$ cat config.mk
export PLATFORM = sky130hd
export DESIGN_NAME = lcd_cmd_receiver
export DESIGN_NICKNAME = d
export VERILOG_FILES = /design/src/rtl/lcd_cmd_pkg.sv /design/src/rtl/lcd_cmd_fifo.sv /design/src/rtl/lcd_cmd_receiver.sv
export SDC_FILE = /design/constraint.sdc
export NUM_CORES = 1
export LEC_CHECK = 0
export BUFFER_PORTS_ARGS = -buffer_cell sky130_fd_sc_hd__buf_2
export CAP_MARGIN = 20
export CORE_ASPECT_RATIO = 0.75
export CORE_UTILIZATION = 40
export DETAILED_ROUTE_END_ITERATION = 8
export GPL_ROUTABILITY_DRIVEN = 0
export GPL_TIMING_DRIVEN = 0
export PLACE_DENSITY_LB_ADDON = 0.1
export RECOVER_POWER = 25
export SYNTH_ARGS = -nofsm -noshare
export SYNTH_HDL_FRONTEND = slang
export SYNTH_SLANG_ARGS = --single-unit
$ cat constraint.sdc
create_clock -name HCLK -period 15.15 [get_ports HCLK]
set_input_delay 3.03 -clock HCLK [delete_from_list [all_inputs] [get_ports HCLK]]
set_output_delay 3.03 -clock HCLK [all_outputs]
set_load 0.02 [all_outputs]
$ cat src/rtl/lcd_cmd_pkg.sv
// Shared definitions for the LCD command receiver: opcodes, command-word
// field positions, pixel type and execute-FSM state encoding.
package lcd_cmd_pkg;

    // Opcodes carried in the top nibble of the command word
    localparam logic [3:0] OP_NOP        = 4'h0;
    localparam logic [3:0] OP_SET_COLOR  = 4'h1;
    localparam logic [3:0] OP_SET_ORIGIN = 4'h2;
    localparam logic [3:0] OP_FILL_RECT  = 4'h3;
    localparam logic [3:0] OP_PIXEL      = 4'h4;

    // Field bit positions inside the 32-bit command word
    localparam int OP_MSB    = 31;
    localparam int OP_LSB    = 28;
    localparam int X_MSB     = 21;
    localparam int X_LSB     = 11;
    localparam int Y_MSB     = 10;
    localparam int Y_LSB     = 0;
    localparam int COLOR_MSB = 15;
    localparam int COLOR_LSB = 0;

    localparam int COORD_W = 11;

    // RGB565 pixel
    typedef struct packed {
        logic [4:0] r;
        logic [5:0] g;
        logic [4:0] b;
    } rgb565_t;

    // Execute FSM states
    typedef enum logic [1:0] {
        S_IDLE,
        S_EXEC,
        S_WRITE
    } state_t;

endpackage

$ cat src/rtl/lcd_cmd_fifo.sv
// Synchronous command FIFO. Head word is read combinationally so the FSM can
// register it in the same cycle it pops. A push into a full FIFO is accepted
// only when a pop frees a slot on the same edge; otherwise it is dropped.
module lcd_cmd_fifo #(
    parameter int DEPTH = 8,
    parameter int WIDTH = 32
) (
    input  logic                       HCLK,
    input  logic                       HRESETn,
    input  logic                       push,
    input  logic                       pop,
    input  logic [WIDTH-1:0]           din,
    output logic [WIDTH-1:0]           dout,
    output logic                       full,
    output logic                       empty,
    output logic [$clog2(DEPTH):0]     level
);

    localparam int PTR_W = $clog2(DEPTH);

    logic [WIDTH-1:0] mem [DEPTH];
    logic [PTR_W:0]   wr_ptr_reg;
    logic [PTR_W:0]   rd_ptr_reg;
    logic             push_ok;
    logic             pop_ok;

    assign level   = wr_ptr_reg - rd_ptr_reg;
    assign full    = (level == (PTR_W+1)'(DEPTH));
    assign empty   = (wr_ptr_reg == rd_ptr_reg);
    assign pop_ok  = pop & ~empty;
    assign push_ok = push & (~full | pop_ok);
    assign dout    = mem[rd_ptr_reg[PTR_W-1:0]];

    // Storage array: no reset so it maps onto plain RAM
    always_ff @(posedge HCLK) begin
        if (push_ok) begin
            mem[wr_ptr_reg[PTR_W-1:0]] <= din;
        end
    end

    // Read/write pointers; reset flushes the queue
    always_ff @(posedge HCLK or negedge HRESETn) begin
        if (!HRESETn) begin
            wr_ptr_reg <= '0;
            rd_ptr_reg <= '0;
        end else begin
            if (push_ok) begin
                wr_ptr_reg <= wr_ptr_reg + 1'b1;
            end
            if (pop_ok) begin
                rd_ptr_reg <= rd_ptr_reg + 1'b1;
            end
        end
    end

endmodule

$ cat src/rtl/lcd_cmd_receiver.sv
// Consumer end of the toggle-signalled LCD command channel. Synchronizes the
// toggle strobe, captures each command into a FIFO and executes commands as
// framebuffer writes (single pixels and clipped rectangle fills).
module lcd_cmd_receiver
    import lcd_cmd_pkg::*;
#(
    parameter int H_RES       = 800,
    parameter int V_RES       = 480,
    parameter int ADDR_W      = 19,
    parameter int FIFO_DEPTH  = 8,
    parameter int SYNC_STAGES = 2
) (
    input  logic                            HCLK,
    input  logic                            HRESETn,
    input  logic                            LCD_CMD_SIG,
    input  logic [31:0]                     LCD_CMD,
    output logic                            fb_we,
    output logic [ADDR_W-1:0]               fb_addr,
    output logic [15:0]                     fb_wdata,
    input  logic                            fb_ready,
    output logic                            busy,
    output logic [$clog2(FIFO_DEPTH):0]     fifo_level,
    output logic                            err_ovf,
    output logic                            err_op,
    input  logic                            clr_err
);

    localparam logic [COORD_W:0]  H_RES_C = (COORD_W+1)'(H_RES);
    localparam logic [COORD_W:0]  V_RES_C = (COORD_W+1)'(V_RES);
    localparam logic [ADDR_W-1:0] H_ADDR  = ADDR_W'(H_RES);

    // ------------------------------------------------------------------
    // Toggle capture
    // ------------------------------------------------------------------
    logic sig_sync;
    logic sig_hist_reg;
    logic cmd_push;

    generate
        if (SYNC_STAGES == 0) begin : g_nosync
            assign sig_sync = LCD_CMD_SIG;
        end else begin : g_sync
            logic sync_reg [SYNC_STAGES];
            for (genvar gi = 0; gi < SYNC_STAGES; gi++) begin : g_stage
                // One synchronizer flop; stage 0 samples the raw strobe
                always_ff @(posedge HCLK or negedge HRESETn) begin
                    if (!HRESETn) begin
                        sync_reg[gi] <= 1'b0;
                    end else if (gi == 0) begin
                        sync_reg[gi] <= LCD_CMD_SIG;
                    end else begin
                        sync_reg[gi] <= sync_reg[(gi == 0) ? 0 : gi-1];
                    end
                end
            end
            assign sig_sync = sync_reg[SYNC_STAGES-1];
        end
    endgenerate

    // Toggle history: any difference from the synchronized strobe is a new command
    always_ff @(posedge HCLK or negedge HRESETn) begin
        if (!HRESETn) begin
            sig_hist_reg <= 1'b0;
        end else begin
            sig_hist_reg <= sig_sync;
        end
    end

    assign cmd_push = sig_sync ^ sig_hist_reg;

    // ------------------------------------------------------------------
    // Command FIFO
    // ------------------------------------------------------------------
    logic [31:0] fifo_dout;
    logic        fifo_full;
    logic        fifo_empty;
    logic        fifo_pop;
    state_t      state_reg;

    assign fifo_pop = (state_reg == S_IDLE) && !fifo_empty;

    lcd_cmd_fifo #(
        .DEPTH (FIFO_DEPTH),
        .WIDTH (32)
    ) u_fifo (
        .HCLK    (HCLK),
        .HRESETn (HRESETn),
        .push    (cmd_push),
        .pop     (fifo_pop),
        .din     (LCD_CMD),
        .dout    (fifo_dout),
        .full    (fifo_full),
        .empty   (fifo_empty),
        .level   (fifo_level)
    );

    // Overflow flag: set when a push finds no room; set beats clear
    logic err_ovf_reg;
    always_ff @(posedge HCLK or negedge HRESETn) begin
        if (!HRESETn) begin
            err_ovf_reg <= 1'b0;
        end else if (cmd_push && fifo_full && !fifo_pop) begin
            err_ovf_reg <= 1'b1;
        end else if (clr_err) begin
            err_ovf_reg <= 1'b0;
        end
    end

    // ------------------------------------------------------------------
    // Execute FSM
    // ------------------------------------------------------------------
    logic [31:0]        cmd_reg;
    rgb565_t            color_reg;
    logic [COORD_W-1:0] x0_reg;
    logic [COORD_W-1:0] y0_reg;
    logic [COORD_W-1:0] x_reg;
    logic [COORD_W-1:0] y_reg;
    logic [COORD_W-1:0] x_start_reg;
    logic [COORD_W-1:0] x_last_reg;
    logic [COORD_W-1:0] y_last_reg;
    logic [ADDR_W-1:0]  row_base_reg;
    logic [ADDR_W-1:0]  fb_addr_reg;
    rgb565_t            fb_wdata_reg;
    logic               fb_we_reg;
    logic               err_op_reg;

    logic [3:0]         cmd_op;
    logic [COORD_W-1:0] cmd_x;
    logic [COORD_W-1:0] cmd_y;
    logic [COORD_W:0]   x_room;
    logic [COORD_W:0]   y_room;
    logic [COORD_W:0]   w_eff;
    logic [COORD_W:0]   h_eff;
    logic [COORD_W-1:0] fill_x_last;
    logic [COORD_W-1:0] fill_y_last;
    logic               fill_empty;
    logic               pixel_ok;
    logic [ADDR_W-1:0]  fill_base;
    logic [ADDR_W-1:0]  pixel_base;
    logic [ADDR_W-1:0]  next_row_base;
    logic               unused_cmd_bits;

    assign cmd_op          = cmd_reg[OP_MSB:OP_LSB];
    assign cmd_x           = cmd_reg[X_MSB:X_LSB];
    assign cmd_y           = cmd_reg[Y_MSB:Y_LSB];
    assign unused_cmd_bits = ^cmd_reg[OP_LSB-1:X_MSB+1];

    // Clip the rectangle against the screen and precompute start bases
    always_comb begin
        w_eff       = '0;
        h_eff       = '0;
        x_room      = H_RES_C - {1'b0, x0_reg};
        y_room      = V_RES_C - {1'b0, y0_reg};
        if ({1'b0, x0_reg} < H_RES_C) begin
            w_eff = ({1'b0, cmd_x} < x_room) ? {1'b0, cmd_x} : x_room;
        end
        if ({1'b0, y0_reg} < V_RES_C) begin
            h_eff = ({1'b0, cmd_y} < y_room) ? {1'b0, cmd_y} : y_room;
        end
        fill_empty  = (w_eff == '0) || (h_eff == '0);
        fill_x_last = x0_reg + w_eff[COORD_W-1:0] - 1'b1;
        fill_y_last = y0_reg + h_eff[COORD_W-1:0] - 1'b1;
        pixel_ok    = ({1'b0, cmd_x} < H_RES_C) && ({1'b0, cmd_y} < V_RES_C);
        fill_base   = ADDR_W'(y0_reg) * H_ADDR;
        pixel_base  = ADDR_W'(cmd_y) * H_ADDR;
    end

    assign next_row_base = row_base_reg + H_ADDR;

    // Command sequencing, drawing state and registered framebuffer port
    always_ff @(posedge HCLK or negedge HRESETn) begin
        if (!HRESETn) begin
            state_reg    <= S_IDLE;
            cmd_reg      <= '0;
            color_reg    <= '0;
            x0_reg       <= '0;
            y0_reg       <= '0;
            x_reg        <= '0;
            y_reg        <= '0;
            x_start_reg  <= '0;
            x_last_reg   <= '0;
            y_last_reg   <= '0;
            row_base_reg <= '0;
            fb_addr_reg  <= '0;
            fb_wdata_reg <= '0;
            fb_we_reg    <= 1'b0;
            err_op_reg   <= 1'b0;
        end else begin
            if (clr_err) begin
                err_op_reg <= 1'b0;
            end
            case (state_reg)
                S_IDLE: begin
                    if (!fifo_empty) begin
                        cmd_reg   <= fifo_dout;
                        state_reg <= S_EXEC;
                    end
                end
                S_EXEC: begin
                    state_reg <= S_IDLE;
                    case (cmd_op)
                        OP_NOP: begin
                        end
                        OP_SET_COLOR: begin
                            color_reg <= rgb565_t'(cmd_reg[COLOR_MSB:COLOR_LSB]);
                        end
                        OP_SET_ORIGIN: begin
                            x0_reg <= cmd_x;
                            y0_reg <= cmd_y;
                        end
                        OP_FILL_RECT: begin
                            if (!fill_empty) begin
                                x_reg        <= x0_reg;
                                y_reg        <= y0_reg;
                                x_start_reg  <= x0_reg;
                                x_last_reg   <= fill_x_last;
                                y_last_reg   <= fill_y_last;
                                row_base_reg <= fill_base;
                                fb_addr_reg  <= fill_base + ADDR_W'(x0_reg);
                                fb_wdata_reg <= color_reg;
                                fb_we_reg    <= 1'b1;
                                state_reg    <= S_WRITE;
                            end
                        end
                        OP_PIXEL: begin
                            if (pixel_ok) begin
                                x_reg        <= cmd_x;
                                y_reg        <= cmd_y;
                                x_start_reg  <= cmd_x;
                                x_last_reg   <= cmd_x;
                                y_last_reg   <= cmd_y;
                                row_base_reg <= pixel_base;
                                fb_addr_reg  <= pixel_base + ADDR_W'(cmd_x);
                                fb_wdata_reg <= color_reg;
                                fb_we_reg    <= 1'b1;
                                state_reg    <= S_WRITE;
                            end
                        end
                        default: begin
                            err_op_reg <= 1'b1;
                        end
                    endcase
                end
                S_WRITE: begin
                    if (fb_ready) begin
                        if (x_reg == x_last_reg) begin
                            if (y_reg == y_last_reg) begin
                                fb_we_reg <= 1'b0;
                                state_reg <= S_IDLE;
                            end else begin
                                x_reg        <= x_start_reg;
                                y_reg        <= y_reg + 1'b1;
                                row_base_reg <= next_row_base;
                                fb_addr_reg  <= next_row_base + ADDR_W'(x_start_reg);
                            end
                        end else begin
                            x_reg       <= x_reg + 1'b1;
                            fb_addr_reg <= fb_addr_reg + 1'b1;
                        end
                    end
                end
                default: begin
                    state_reg <= S_IDLE;
                    fb_we_reg <= 1'b0;
                end
            endcase
        end
    end

    assign fb_we    = fb_we_reg;
    assign fb_addr  = fb_addr_reg;
    assign fb_wdata = fb_wdata_reg;
    assign err_ovf  = err_ovf_reg;
    assign err_op   = err_op_reg;
    assign busy     = !fifo_empty || (state_reg != S_IDLE);

endmodule

-- Word level (Yosys, flattened, before mapping)
Memory sizes are Yosys's and may differ from the RTL's. A register that Yosys moved wholly into a read port is not among the register bits.
Cells that the tools add are included.
- bits in writable memories: 256
- output and inout port bits: 43
- memories: 1
- bits in registers: 163
- memory list (name ; depth ; bits a word ; read ports ; clocked after memory_dff ; write ports ; RTL line ; RTL):
    u_fifo.mem ; 8 ; 32 ; 1 ; 1 ; 1 ; lcd_cmd_fifo.sv:21 ; logic [WIDTH-1:0] mem [DEPTH];
- $add $sub $neg: 16
- bitwise operators: 7
- reductions and logical operators: 26
- muxes and demuxes: 61
- $mul: 2
- eq/ne operators: 21
- $lt $le $gt $ge: 6
- operator list (kind ; count):
    two-way mux 19 bit ; 10
    case mux 19 bit (2 select lines) ; 4
    two-way mux 11 bit ; 12
    case mux 11 bit (2 select lines) ; 6
    adder 19 x 11 -> 19 bit ; 3
    two-way mux 12 bit ; 4
    two-way mux 16 bit ; 2
    case mux 16 bit (2 select lines) ; 1
    multiplier 11 x 5 -> 14 bit (second input constant) ; 2
    logical NOT 12 bit ; 2
    less-than comparator 11 x 12 -> 1 bit ; 2
    adder 11 x 1 -> 11 bit (second input constant) ; 2
    adder 11 bit ; 2
    equality test 11 bit ; 2
    less-than comparator 11 x 10 -> 1 bit (second input constant) ; 2
    less-than comparator 11 x 9 -> 1 bit (second input constant) ; 2
    subtractor 11 x 1 -> 11 bit (second input constant) ; 2
    adder 19 x 1 -> 19 bit (second input constant) ; 1
    adder 19 x 10 -> 19 bit (second input constant) ; 1
    != test 2 bit (second input constant) ; 7
    AND reduction 7 bit ; 2
    two-way mux 1 bit ; 12
    two-way mux 2 bit ; 6
    subtractor 10 x 11 -> 12 bit (first input constant) ; 1
    other kinds (30) ; 49

-- Logic depth before layout (Yosys ltp)
Gate-level depths: netlist (run 1).
- word-level depth: 9
- mapped depth: 28

-- Hierarchy
From an unflattened synthesis (run 1), not the netlist that was laid out.
- cell total of the unflattened synthesis: 2103
- area, all modules: 24303.3 µm²
- by module, submodules not included (module ; cells each ; instances ; sequential area each (µm²) ; area an instance (µm²)):
    lcd_cmd_receiver ; 1607 ; 1 ; 4404.2 ; 14164.8
    lcd_cmd_fifo ; 496 ; 1 ; 7887.6 ; 10138.5

-- Least setup slack after synthesis (run 1)
Ideal clock, no wire load.
- kind: flip-flop to flip-flop
- start point: register x0_reg[0]
- end point: register x_last_reg[10]
- setup slack: 9432 ps
- cell stages (with the launch flop): 28
- buffers on the path: 1
- arrival: 5623 ps
- clock period less this slack: 5718 ps
- library setup time: 95 ps
- cells stage by stage: dfrtp_1 -> inv_1 -> ha_1 -> or4b_1 -> a211oi_1 -> nor2_1 -> xnor2_1 -> ha_1 -> nand3_1 -> or2_2 -> a2111oi_0 -> o221a_2 -> buf_2 -> inv_1 -> o21ai_0 -> nand2_1 -> ha_1 -> inv_1 -> ha_1 -> a21o_1 -> a21oi_1 -> nor2b_1 -> o21a_1 -> o41a_1 -> a21o_1 -> a21oi_1 -> xnor2_1 -> o31ai_1
- cells in the longest elaborated chain, start to end: 8
- elaborated cells on any way between the ends: 13
- classes of those cells: 3 x add/sub; 2 x order compare; 1 x eq/ne; 4 x mux; 3 x reduce/logical
- RTL lines (item ; RTL line ; RTL):
    from (decl) ; lcd_cmd_receiver.sv:114 ; logic [COORD_W-1:0] x0_reg;
    from (signal assigned) ; lcd_cmd_receiver.sv:208 ; x0_reg <= cmd_x;
    subtractor 10 x 11 -> 12 bit ; lcd_cmd_receiver.sv:152 ; x_room = H_RES_C - {1'b0, x0_reg};
    less-than comparator 11 x 12 -> 1 bit ; lcd_cmd_receiver.sv:155 ; w_eff = ({1'b0, cmd_x} < x_room) ? {1'b0, cmd_x} : x_room;
    two-way mux 12 bit ; lcd_cmd_receiver.sv:155 ;
    two-way mux 12 bit ; lcd_cmd_receiver.sv:154 ; if ({1'b0, x0_reg} < H_RES_C) begin
    adder 11 bit or logical NOT 12 bit (tied branches) ; lcd_cmd_receiver.sv:161, lcd_cmd_receiver.sv:160 ;
    subtractor 11 x 1 -> 11 bit or logical OR 1 bit (tied branches) ; lcd_cmd_receiver.sv:161, lcd_cmd_receiver.sv:160 ;
    two-way mux 11 bit or != test 2 bit (tied branches) ; n/a ;
    case mux 11 bit (2 select lines) or AND reduction 4 bit (tied branches) ; n/a ;
    to (signal assigned) ; lcd_cmd_receiver.sv:216 ; x_last_reg <= fill_x_last;
    to (signal assigned) ; lcd_cmd_receiver.sv:230 ; x_last_reg <= cmd_x;
    to (decl) ; lcd_cmd_receiver.sv:119 ; logic [COORD_W-1:0] x_last_reg;
Several ways; a longest one is shown, not always the timed one. The select of a mux whose other input is x is not followed.
A chain may end at the register's enable or synchronous reset.

-- Final worst setup path (run 1)
Ends and elaborated chain as after synthesis.

==> run metrics, run 1 <==
post-route ant nets=0; Sequential Area=between 10000 and 15000 um2; post-synthesis sequential area ratio=47.9%; vias in the first global route=around 16000; max reg flops=approximately 210; WP data required=15.65 ns; via count=between 15000 and 20000; Max Cap Viol=0; drt pass-1 iters=5; Post-Place Worst Slack=approximately 8.4 ns; die area=57600 um2; setup_tns=0 ns; number of setup violations in the final report=0; warnings from Yosys=0; hpwl dp=48900 um; final wirelength=66300 um; total grt overflow=0; power per cell area=around 180 nW/um2; placed insts=about 2800; Clock Pin Slew Worst Setup and Hold Paths=around 0.06 ns; Die Wd=between 200 and 300 um; number of synthesized flops with an enable pin=around 210; Avg WL per Cell=between 20 and 25 um; H-tree depth=2; drt drc=0; TritonCTS clock tree=done; Synth cell types=80; VDD IR max=around 160 uV; synth-to-layout area growth=13.3%; non-filler cells, final=just under 3000; post-synthesis instance total=between 2000 and 2500; Max Transition Viols Final=0; Setup crit start kind=flop; critical path endpoint category=flop; status=finished, final reports clean; crit path time final=about 6.8 ns; clk_lat worst skew=0.59 ns; Worst Path Arrival=about 7.3 ns; total CTS buffers=43; critical path class=flop to flop; # Post-CTS Setup Buffers=0; Peak Freq=around 0.15 GHz; synthesized area=approximately 23000 um2; post-route worst setup slack=between 8 and 9 ns; Syn Area/Cell=about 11 um2; Final Total Pwr=4.62 mW; Hold WS=approximately 0.35 ns; Ant. Diodes=0; # clock sinks=about 390; CTS max path bufs=3; Initial Util=between 40% and 50%; fin area=approximately 26000 um2; worst hold path class=flop to flop; cts hold-fix bufs=0; syn_nets=between 2000 and 2500; Final Hold Viols=0; FP Rows=75; Synth async-reset ratio=46.9%; Yosys reg bits=approximately 390; core area=approximately 56000 um2; Fillers=about 5300; Total GRT Usage=23.2%; clk_skew=0.0290 ns; post-place instance area=between 20000 and 25000 um2; Final nets=approximately 2400; Vias/cell=5.64; Final Cycle Share=a little under half; PortBufs=73; RSZ-0062 raised after global routing=false; Vert. Die Dim=around 210 um; largest net degree at the start of global routing=a little under 100; share of cells above drive strength 1=approximately 14%; CTS resizes=0; CP Max Fanout=10; Rel. slew slack=28.3%; DRT iter0 DRCs=approximately 1500; reg2reg setup slack=between 8 and 9 ns; Main synth FF type=edfxtp_1; Multi-input gate area=around 11000 um2; Top Ports=80; first-pass GRT wire length=101000 um; fin util=between 40% and 50%; initial antenna violation count=3; Root Driver=clkbuf_16; Pleak=between 10 and 15 nW; Worst-Margin Slew=around 1.1 ns
## layer usage
metal  part of all wire, %  GRT usage [%]
met1                    49           35.3
met2                    42           33.6
met3                   7.5           5.19
met4                   1.8           5.08
met5                 0.020              0
## kinds of logic (layout without fill, tap and decap cells)
group | after synthesis | count (layout) | share of synthesized area [%]
flip-flops | 392 | 392 | 47.9
buffers and inverters | 250 | 419 | 4.33
XOR/XNOR | 139 | 139 | 5.37
multiplexers | 161 | 161 | 10.6
adder cells (fa/ha/maj) | 177 | 177 | 10.3
AO/OA/AOI/OAI | 403 | 403 | 11.2
AND/OR/NAND/NOR | 500 | 500 | 10.2
## final timing paths
path	start	end	depth (start not counted)
max	x0_reg[0]$_DFFE_PN0P_	x_last_reg[10]$_DFFE_PN0P_	27
max in group asynchronous	HRESETn	fb_addr[1]$_DFFE_PN0P_	2
max reg2reg	x0_reg[0]$_DFFE_PN0P_	x_last_reg[10]$_DFFE_PN0P_	27
min reg2reg	g_sync.sync_reg[1]$_DFF_PN0_	sig_sync$_DFF_PN0_	0
min	g_sync.sync_reg[1]$_DFF_PN0_	sig_sync$_DFF_PN0_	0
min in group asynchronous	HRESETn	color_reg[5]$_DFFE_PN0P_	1
## layout by cell type (no fill, tap or decap), types with 15 or more instances in the layout
cell type,n
a21o_1,17
nor3_1,32
mux4_2,52
mux2_2,55
clkbuf_1,97
buf_2,63
nor2_1,115
edfxtp_1,208
nand2_1,184
xnor2_1,94
a31oi_1,27
o211ai_1,24
xor2_1,45
a211oi_1,24
inv_1,157
ha_1,160
mux2i_1,38
dfrtp_1,184
nand3_1,52
clkbuf_16,43
fa_1,17
a21oi_1,103
and3_1,15
o21ai_0,121
mux2_4,16
## cell type report
cell class | instances | area share [%]
clock inverters | 28 | 1.20
plain buffers | 92 | 1.51
flip-flops and latches | 392 | 42.2
clock buffers | 52 | 4.51
multi-input cells | 1380 | 42.4
well taps | 731 | 3.56
inverters | 158 | 2.31
repair buffers | 89 | 2.28
## critical path, stage by stage (launching register included)
cell,delay [ns]
dfrtp_1,0.41
inv_1,0.15
ha_1,0.25
or4b_1,0.52
a211oi_1,0.38
nor2_1,0.09
xnor2_1,0.14
ha_1,0.31
nand3_1,0.11
or2_2,0.34
a2111oi_0,0.60
o221a_2,0.34
buf_2,0.25
inv_1,0.18
o21ai_0,0.20
nand2_1,0.08
ha_1,0.29
inv_1,0.07
ha_1,0.29
a21o_1,0.16
a21oi_1,0.24
nor2b_1,0.08
o21a_1,0.21
o41a_1,0.37
a21o_1,0.20
a21oi_1,0.18
xnor2_1,0.10
o31ai_1,0.22
## synthesized netlist by cell type (all sizes together) (12+ instances only)
cell type / n / area (um2)
o211ai: 25 / 193
nor2: 121 / 454
buf: 24 / 133
ha: 160 / 2000
inv: 158 / 593
a21o: 17 / 128
clkbuf: 68 / 255
nor2b: 12 / 75.1
dfrtp: 184 / 4600
fa: 17 / 340
o21ai: 122 / 611
edfxtp: 208 / 6250
xnor2: 94 / 823
and2: 12 / 77.6
a211oi: 24 / 180
a21oi: 103 / 515
nand3: 52 / 260
nand4: 12 / 75.1
mux4: 52 / 1170
a31oi: 27 / 169
mux2: 71 / 860
xor2: 45 / 394
and3: 15 / 93.8
nor3: 35 / 180
mux2i: 38 / 380
nand2: 186 / 708
## power by group
| group | switching (mW) | internal, mW | total (mW) |
|---|---|---|---|
| Clock | 0.466 | 0.624 | 1.09 |
| Sequential | 0.177 | 1.28 | 1.46 |
| Combinational | 1.22 | 0.849 | 2.07 |
No activity file was read; power rests on OpenSTA's default activity.
==> inputs of run 2 (changes only) <==
Clock period 15.15 ns to 6.3 ns, I/O delays scaled along.
==> run 2 against run 1 <==
Sequential share of layout area decreased by 0.14 points. Sequential cell count did not move. Clock power grew 140%. Non-clock buffer count rose by 2. Combinational power increased by 140%. First-iteration DRC count is 1.8% lower. Sequential power rose by 140%. Global-route usage is essentially flat.
==> run metrics, run 2 (synthesis results as in run 1) <==
Total GRT Usage=23.3% (about the same); Final Total Pwr=11.2 mW (+140%); Worst-Margin Slew=1.07 ns (+0.000235 ns); final wirelength=66400 um (+0.10%); share of cells above drive strength 1=14.3% (+0.44 points); total grt overflow=0 (unchanged); max reg flops=208 (unchanged); Gate power share=45.0% (+0.3 points); Setup crit start kind=flop; critical path endpoint category=flop; via count=16500 (+0.32%); first-pass GRT wire length=101000 um (about the same); core area=55900 um2 (unchanged); Max Cap Viol=0 (unchanged); Initial Util=40.5% (unchanged); vias in the first global route=16200 (+0.086%); largest net degree at the start of global routing=99 (unchanged); total CTS buffers=43 (unchanged); Max Transition Viols Final=0 (unchanged); post-route ant nets=0 (unchanged); initial antenna violation count=3 (unchanged); synth-to-layout area growth=13.7%; cts hold-fix bufs=0 (unchanged); commonest non-fill, non-tap cell in the layout=edfxtp_1; DRT iter0 DRCs=1486 (-1.8%); worst hold path class=flop to flop; P_int=6.65 mW (+140%); Vert. Die Dim=208 um (unchanged); clk_lat worst skew=0.59 ns (about the same); Pleak=10.8 nW (+0.11%); die area=57600 um2 (unchanged); PortBufs=73 (unchanged); CTS max path bufs=3 (unchanged); Final Cycle Share=96.0% (+51 points); status=finished, final reports clean; critical path class=flop to flop; post-place instance area=24200 um2 (unchanged); Final Hold Viols=0 (unchanged); TritonCTS clock tree=done; Fillers=5277 (-0.15%); hpwl dp=48900 um (unchanged); power per cell area=433 nW/um2 (+140%); CP Max Fanout=10 (unchanged); Top Ports=80 (unchanged); Crit path top cell by count=ha_1; fin area=25800 um2 (+0.33%); Worst Path Arrival=6.54 ns (-0.79 ns); Clk pwr share=23.5% (about the same); CP peak stage delay=0.50 ns (-0.10 ns); VDD IR max=394 uV (+140%); number of setup violations in the final report=0 (unchanged); # clock sinks=392 (unchanged); Root Driver=clkbuf_16; drt pass-1 iters=5 (unchanged); Clock Pin Slew Worst Setup and Hold Paths=0.07 ns (about the same); part of the power in registers=31.5% (about the same); Rel. slew slack=28.3% (about the same); Sw Share=40.4% (+0.071 points); setup_tns=0 ns (unchanged); WP data required=6.79 ns (-8.86 ns); Final nets=2372 (+0.084%); Vias/cell=5.65 (+0.21%); clk_skew=0.0277 ns (-0.00130 ns); Die Wd=277 um (unchanged); RSZ-0062 raised after global routing=true; FP Rows=75 (unchanged); drt drc=0 (unchanged); Switch Pwr=4.50 mW (+140%); most frequent cells in the layout=edfxtp_1, nand2_1, dfrtp_1; CP max-delay cell=or4b_4; H-tree depth=2 (unchanged); Avg WL per Cell=22.7 um (about the same); crit path time final=6.05 ns (-0.788 ns); Peak Freq=0.165 GHz (+13%)
[run 2: cell types whose count changed in the layout (fill, tap and decap cells not counted), sizes merged]
cell	before	now
clkbuf	145	146
buf	88	89
diode	0	1
inv	162	161
clkinvlp	4	5
[run 2: per-stage QoR]
| stage | utilization (%) | std cells | hold WS, ns | setup slack, ns |
|---|---|---|---|---|
| 6_report | 46.1 | 2925 | 0.348 | 0.253 |
| 3_5_place_dp | 43.3 | 2840 | 0.335 | -0.495 |
| 2_1_floorplan | - | 2022 | 0.331 | 0.582 |
| 3_3_place_gp | 42.8 | 2826 | 0.339 | -0.963 |
| 4_1_cts | 46.0 | 2920 | 0.348 | 0.0324 |
| 5_1_grt | 46.1 | 2924 | 0.352 | -0.0687 |
[run 2: cell type report]
| cell class | instances | area [um2] | area share, % |
|---|---|---|---|
| clock inverters | 28 | 308 | 1.19 |
| clock buffers | 52 | 1160 | 4.50 |
| inverters | 158 | 597 | 2.32 |
| repair buffers | 91 | 598 | 2.32 |
| multi-input cells | 1380 | 10900 | 42.5 |
| well taps | 731 | 915 | 3.55 |
| diodes | 1 | 2.50 | 0.00971 |
| flip-flops and latches | 392 | 10900 | 42.1 |
| plain buffers | 92 | 394 | 1.53 |
[run 2: worst max-delay path: cells and delay by family, from the launching register on]
kind                       cells  cell delay (ns)
AOI/OAI and AO/OA             11             2.57
xor gates and xnor gates       2             0.24
adders and majority gates      4             1.03
buffers and inverters          4             0.48
DFF                            1             0.45
and+or+nand+nor                6             1.17
[run 2: worst paths after layout]
check	slack, ns	to	start	cells after the start
setup reg to reg	0.25	x_last_reg[10]$_DFFE_PN0P_	x0_reg[1]$_DFFE_PN0P_	27
min in group asynchronous	0.69	color_reg[5]$_DFFE_PN0P_	HRESETn	1
hold reg to reg	0.35	sig_sync$_DFF_PN0_	g_sync.sync_reg[1]$_DFF_PN0_	0
setup / recovery	0.25	x_last_reg[10]$_DFFE_PN0P_	x0_reg[1]$_DFFE_PN0P_	27
hold / removal	0.35	sig_sync$_DFF_PN0_	g_sync.sync_reg[1]$_DFF_PN0_	0
max in group asynchronous	4.62	x_reg[0]$_DFFE_PN0P_	HRESETn	2
[run 2: routing by layer]
metal	track usage (%)	part of all wire, %
met4	5.08	1.8
met2	33.6	42
met5	0	0.020
met3	5.19	7.6
met1	35.3	49
[run 2: what timing repair did]
action | in CTS | in global routing
gates resized for setup | 7 | 10
endpoints found under the hold margin | 0 | 0
buffers inserted | 0 | 2
endpoints found under the setup margin | 4 | 7
pin swaps | 1 | 2
[run 2: power by group through the flow]
stage | Clock, mW | Combinational (mW) | Sequential, mW
floorplan | 0 | 3.51 | 3.41
global route | 2.77 | 5.57 | 3.55
global placement | 0 | 4.77 | 3.57
finish | 2.62 | 5.02 | 3.52
detailed placement | 0 | 4.92 | 3.56
CTS | 2.68 | 4.98 | 3.51
